===== config.mk =====
export PLATFORM = sky130hd
export DESIGN_NAME = elevator_request_panel
export DESIGN_NICKNAME = d
export VERILOG_FILES = /design/src/rtl/elevator_request_panel.sv
export SDC_FILE = /design/constraint.sdc
export NUM_CORES = 1
export LEC_CHECK = 0
export BUFFER_PORTS_ARGS = -buffer_cell sky130_fd_sc_hd__clkbuf_2
export CAP_MARGIN = 20
export CORE_AREA = 2 2 55 57
export DETAILED_ROUTE_END_ITERATION = 10
export DIE_AREA = 0 0 57 59
export PLACE_DENSITY_LB_ADDON = 0.12
export SLEW_MARGIN = 20
export SYNTH_ARGS = -nofsm -noshare
export SYNTH_HDL_FRONTEND = slang
export SYNTH_SLANG_ARGS = --single-unit

===== constraint.sdc =====
create_clock -name clk -period 5 [get_ports clk]
set_input_delay 1 -clock clk [delete_from_list [all_inputs] [get_ports clk]]
set_output_delay 1 -clock clk [all_outputs]
set_load 0.01 [all_outputs]

===== src/rtl/elevator_request_panel.sv =====
// Request side of the elevator controller: latches call buttons, schedules
// pending calls with a SCAN sweep, and drives the target floor and door dwell.
module elevator_request_panel #(
  parameter int N_FLOORS  = 5,
  parameter int POS_W     = 5,
  parameter int DWELL_CYC = 4
) (
  input  logic                clk,
  input  logic                rst,
  input  logic [N_FLOORS-1:0] btn,
  input  logic [POS_W-1:0]    floor_pos,
  output logic [POS_W-1:0]    floor_req,
  output logic                req_valid,
  output logic [N_FLOORS-1:0] pending,
  output logic                dir_up,
  output logic                door_open,
  output logic                pos_err
);

  localparam int CNT_W = (DWELL_CYC > 1) ? $clog2(DWELL_CYC) : 1;
  localparam logic [CNT_W-1:0] CNT_INIT = CNT_W'(DWELL_CYC - 1);

  typedef enum logic [1:0] {
    IDLE  = 2'd0,
    UP    = 2'd1,
    DOWN  = 2'd2,
    DWELL = 2'd3
  } state_t;

  state_t              state;
  state_t              nxt_state;
  logic [N_FLOORS-1:0] btn_q;
  logic [N_FLOORS-1:0] press;
  logic [N_FLOORS-1:0] ref_hot;
  logic [N_FLOORS-1:0] clr_mask;
  logic [N_FLOORS-1:0] pend_nxt;
  logic [CNT_W-1:0]    cnt;
  logic [POS_W-1:0]    ref_pos;
  logic [POS_W-1:0]    lowest_above;
  logic [POS_W-1:0]    highest_below;
  logic [POS_W-1:0]    nxt_req;
  logic                above;
  logic                below;
  logic                here;
  logic                press_here;
  logic                pos_ok;
  logic                prefer_up;
  logic                nxt_dir;

  assign press  = btn & ~btn_q;
  assign pos_ok = {1'b0, floor_pos} < (POS_W + 1)'(N_FLOORS);
  // While parked, floor_req holds the stop floor, so floor_pos is ignored.
  assign ref_pos = (state == DWELL) ? floor_req : floor_pos;

  always_comb begin
    above         = 1'b0;
    below         = 1'b0;
    here          = 1'b0;
    press_here    = 1'b0;
    lowest_above  = '0;
    highest_below = '0;
    ref_hot       = '0;
    for (int unsigned j = 0; j < N_FLOORS; j++) begin
      if (POS_W'(j) == ref_pos) begin
        ref_hot[j] = 1'b1;
        here       = pending[j];
        press_here = press[j];
      end
      if (pending[j] && (POS_W'(j) > ref_pos) && !above) begin
        above        = 1'b1;
        lowest_above = POS_W'(j);
      end
      if (pending[j] && (POS_W'(j) < ref_pos)) begin
        below         = 1'b1;
        highest_below = POS_W'(j);
      end
    end
  end

  always_comb begin
    prefer_up = (state == DWELL) ? dir_up : (state != DOWN);
    nxt_state = state;
    nxt_dir   = dir_up;
    if ((state != DWELL && (here || press_here)) ||
        (state == DWELL && (press_here || cnt != '0))) begin
      nxt_state = DWELL;
    end else if (above && (prefer_up || !below)) begin
      nxt_state = UP;
      nxt_dir   = 1'b1;
    end else if (below) begin
      nxt_state = DOWN;
      nxt_dir   = 1'b0;
    end else begin
      nxt_state = IDLE;
    end

    case (nxt_state)
      UP:      nxt_req = lowest_above;
      DOWN:    nxt_req = highest_below;
      default: nxt_req = ref_pos;
    endcase

    // The stop floor is served by the dwell itself, so it never becomes pending.
    clr_mask = (nxt_state == DWELL) ? ref_hot : '0;
    pend_nxt = (pending | press) & ~clr_mask;
  end

  always_ff @(posedge clk) begin
    if (!rst) begin
      state     <= IDLE;
      pending   <= '0;
      floor_req <= '0;
      req_valid <= 1'b0;
      dir_up    <= 1'b1;
      door_open <= 1'b0;
      pos_err   <= 1'b0;
      btn_q     <= '0;
      cnt       <= '0;
    end else begin
      btn_q <= btn;
      if (!pos_ok) begin
        pos_err <= 1'b1;
      end else begin
        state     <= nxt_state;
        dir_up    <= nxt_dir;
        pending   <= pend_nxt;
        floor_req <= nxt_req;
        req_valid <= (nxt_state == UP) || (nxt_state == DOWN);
        door_open <= (nxt_state == DWELL);
        if (nxt_state == DWELL && (state != DWELL || press_here)) begin
          cnt <= CNT_INIT;
        end else if (cnt != '0) begin
          cnt <= cnt - CNT_W'(1);
        end
      end
    end
  end

endmodule


==> flow_summary.ini <==
[outcome]
status = completed

[place]
dp_hpwl_mm = 3.02
io_buffers = 25
globalplace.congestion = 0.882

[timing]
relSlewSlack = 0.629
rsz0062_at_grt = false
drv_slew = 0
clock-skew-final_ns = 0.00697
setup_viol = 0
finalHoldViolCount = 0
worst_pin_slew_ns = 0.554
period_share = 0.684
fmax_mhz = 292
fin_crit_ns = 3.42
whs_ns = 0.491
tns_ns = 0

[floorplanning]
coreArea_sq_um = 2710
initial_core_util = 0.546
die_y_um = 59
dieArea_sq_um = 3360
io_pins = 26
num_rows = 19
dieWidth_um = 57

[synth]
syn_inst = 181
synthMuxAreaShare = 0.00676
synth_nets = 196
yosys-top-cells-area = dfxtp_1, o21ai_0, and2_1
post_synth_fa_ha_maj_area_fraction = 0.0254
synth_area_per_cell_sq_um = 8.18
synthArstFlopShare = 0
synth_top_area_share = 0.311
yosys_warnings = 0
synth_area_sq_um = 1480
synth.distinct_cells = 55
yosys.area_share.simple = 0.270
synth_edf_count = 0
synth_compound_area_frac = 0.337
ys_seq_elements = 23
yosysTopAreaCell = dfxtp_1
synth_ff_type = dfxtp_1
synth-seq-area-share = 0.311
synth_top_family_by_area = compound AO/OA/AOI/OAI gates
synth-xor-area-share = 0

[routing]
firstDrtPassIters = 4
drc = 0
ant_nets = 0
wl_mm = 4.05
vias = 1499
drt_iter0_drc = 104
wl_per_cell_um = 17.5
viasPerCell = 6.49

[grt]
grt_pass1_wl_mm = 6.45
grt_overflow = 0
grt_pass1_vias = 1367
antenna_found_initial = 0
grt_usage = 0.246
grt_max_degree = 26

[clock_network]
cts_tree = built
cts_setup_buffers = 0
numClockSinks = 23
numCtsBuffers = 3
clk_path_buf_depth = 2
htree_levels = 1
postCtsResizedCells = 0
worstSkewPairLatency_ns = 0.33
cts_hold_buf = 0
clk_pin_slew_ns = 0.15
cts-root-buf = clkbuf_4

[power_and_ir_drop]
leakage_nw = 0.717
ir_worst_vdd_uv = 168
p_per_area_nw_per_um2 = 236
p_total_uw = 384

[job]
maxCapViolCount = 0

[worst_setup_path]
critPathCaptureType = flop
cp_data_required_time_ns = 5.24
critical_path_class = reg -> reg
critPathMaxFanout = 12
crit_path_start_kind = flop
cp.arrival_ns = 3.66

[cells_and_area]
drive_gt1_frac = 0.210
final_common_cell = clkbuf_2
synthToLayoutAreaGrowth_pct = 9.97
nFillCells = 267
final_nets = 216
n_antenna_cell = 0
final_cell_mix = clkbuf_2, dfxtp_1, o21ai_0, nor2_1

[worst_hold_path]
hold_class = reg -> reg
-- power by group --
part           total [mW]  switching [mW]  internal [mW]
clock              0.0957          0.0650         0.0307
sequential          0.204          0.0119          0.192
combinational      0.0842          0.0494         0.0348
total               0.384           0.126          0.257
-- synth_stat cells (all sizes together) (3+ instances only) --
master,number
dfxtp,23
o21ai,18
nor2,15
and2,12
nand2,12
a21oi,11
nor2b,8
clkbuf,7
inv,7
nand3,6
and3,4
o211a,4
a211oi,3
a22o,3
a31oi,3
buf,3
ha,3
nand2b,3
nand4b,3
o31ai,3
-- layout make-up --
type / instances / area (sq um) / area share
multi-input combinational: 141 / 947 / 0.582
inverter: 7 / 26.3 / 0.0161
timing repair buffer: 25 / 125 / 0.0769
tap: 31 / 38.8 / 0.0238
sequential: 23 / 460 / 0.283
clock buffer: 3 / 22.5 / 0.0138
clock inverter: 1 / 7.51 / 0.00461
-- metal layers --
metal / up-vias / global-route usage / routed length, um
li1: 712 / - / -
met1: 712 / 0.326 / 1810
met2: 65 / 0.411 / 1910
met3: 10 / 0.0437 / 251
met4: 0 / 0.0797 / 71
met5: - / 0 / 0
-- through the flow --
step                      worst slack (ns)  std cells  cell area (sq um)   util
after floorplan                       1.53        181               1480      -
after global placement                1.26        227               1600  0.590
after detailed placement              1.24        227               1600  0.590
after CTS                             1.59        231               1630  0.601
after global routing                  1.28        231               1630  0.601
final                                 1.58        231               1630  0.601
-- flip-flops by register name (all words and copies together) (netlist names) --
name and cells:
pos_err 1, cnt 2, req_valid 1, door_open 1
floor_req 5, btn_q 5, state 2, pending 5
dir_up 1
-- logic make-up after synthesis --
family,Yosys count
and+or+nand+nor,69
buffers and inverters,17
AOI/OAI and AO/OA,68
adders and majority gates,3
muxes,1
DFF,23
-- worst max-delay path: stages, from the launching register on --
cell and delay, ns:
dfxtp_1 0.65, and2_1 0.40, a21oi_1 0.22, or3_4 0.39, o31ai_2 0.22, o22a_2 0.26
and2_4 0.18, nand2b_1 0.06, ha_1 0.20, nor3b_1 0.15, a32o_1 0.30, o21ai_0 0.18
o21ai_0 0.11
-- path summary, 6_finish.rpt --
path | from | to | slack [ns] | cells after the start
worst min-delay path | pos_err | pos_err | 0.49 | 1
worst min register to register | pos_err | pos_err | 0.49 | 1
worst max register to register | state[0] | floor_req[2] | 1.58 | 12
worst max-delay path | state[0] | floor_req[2] | 1.58 | 12
(Power assumes the default switching activity.)
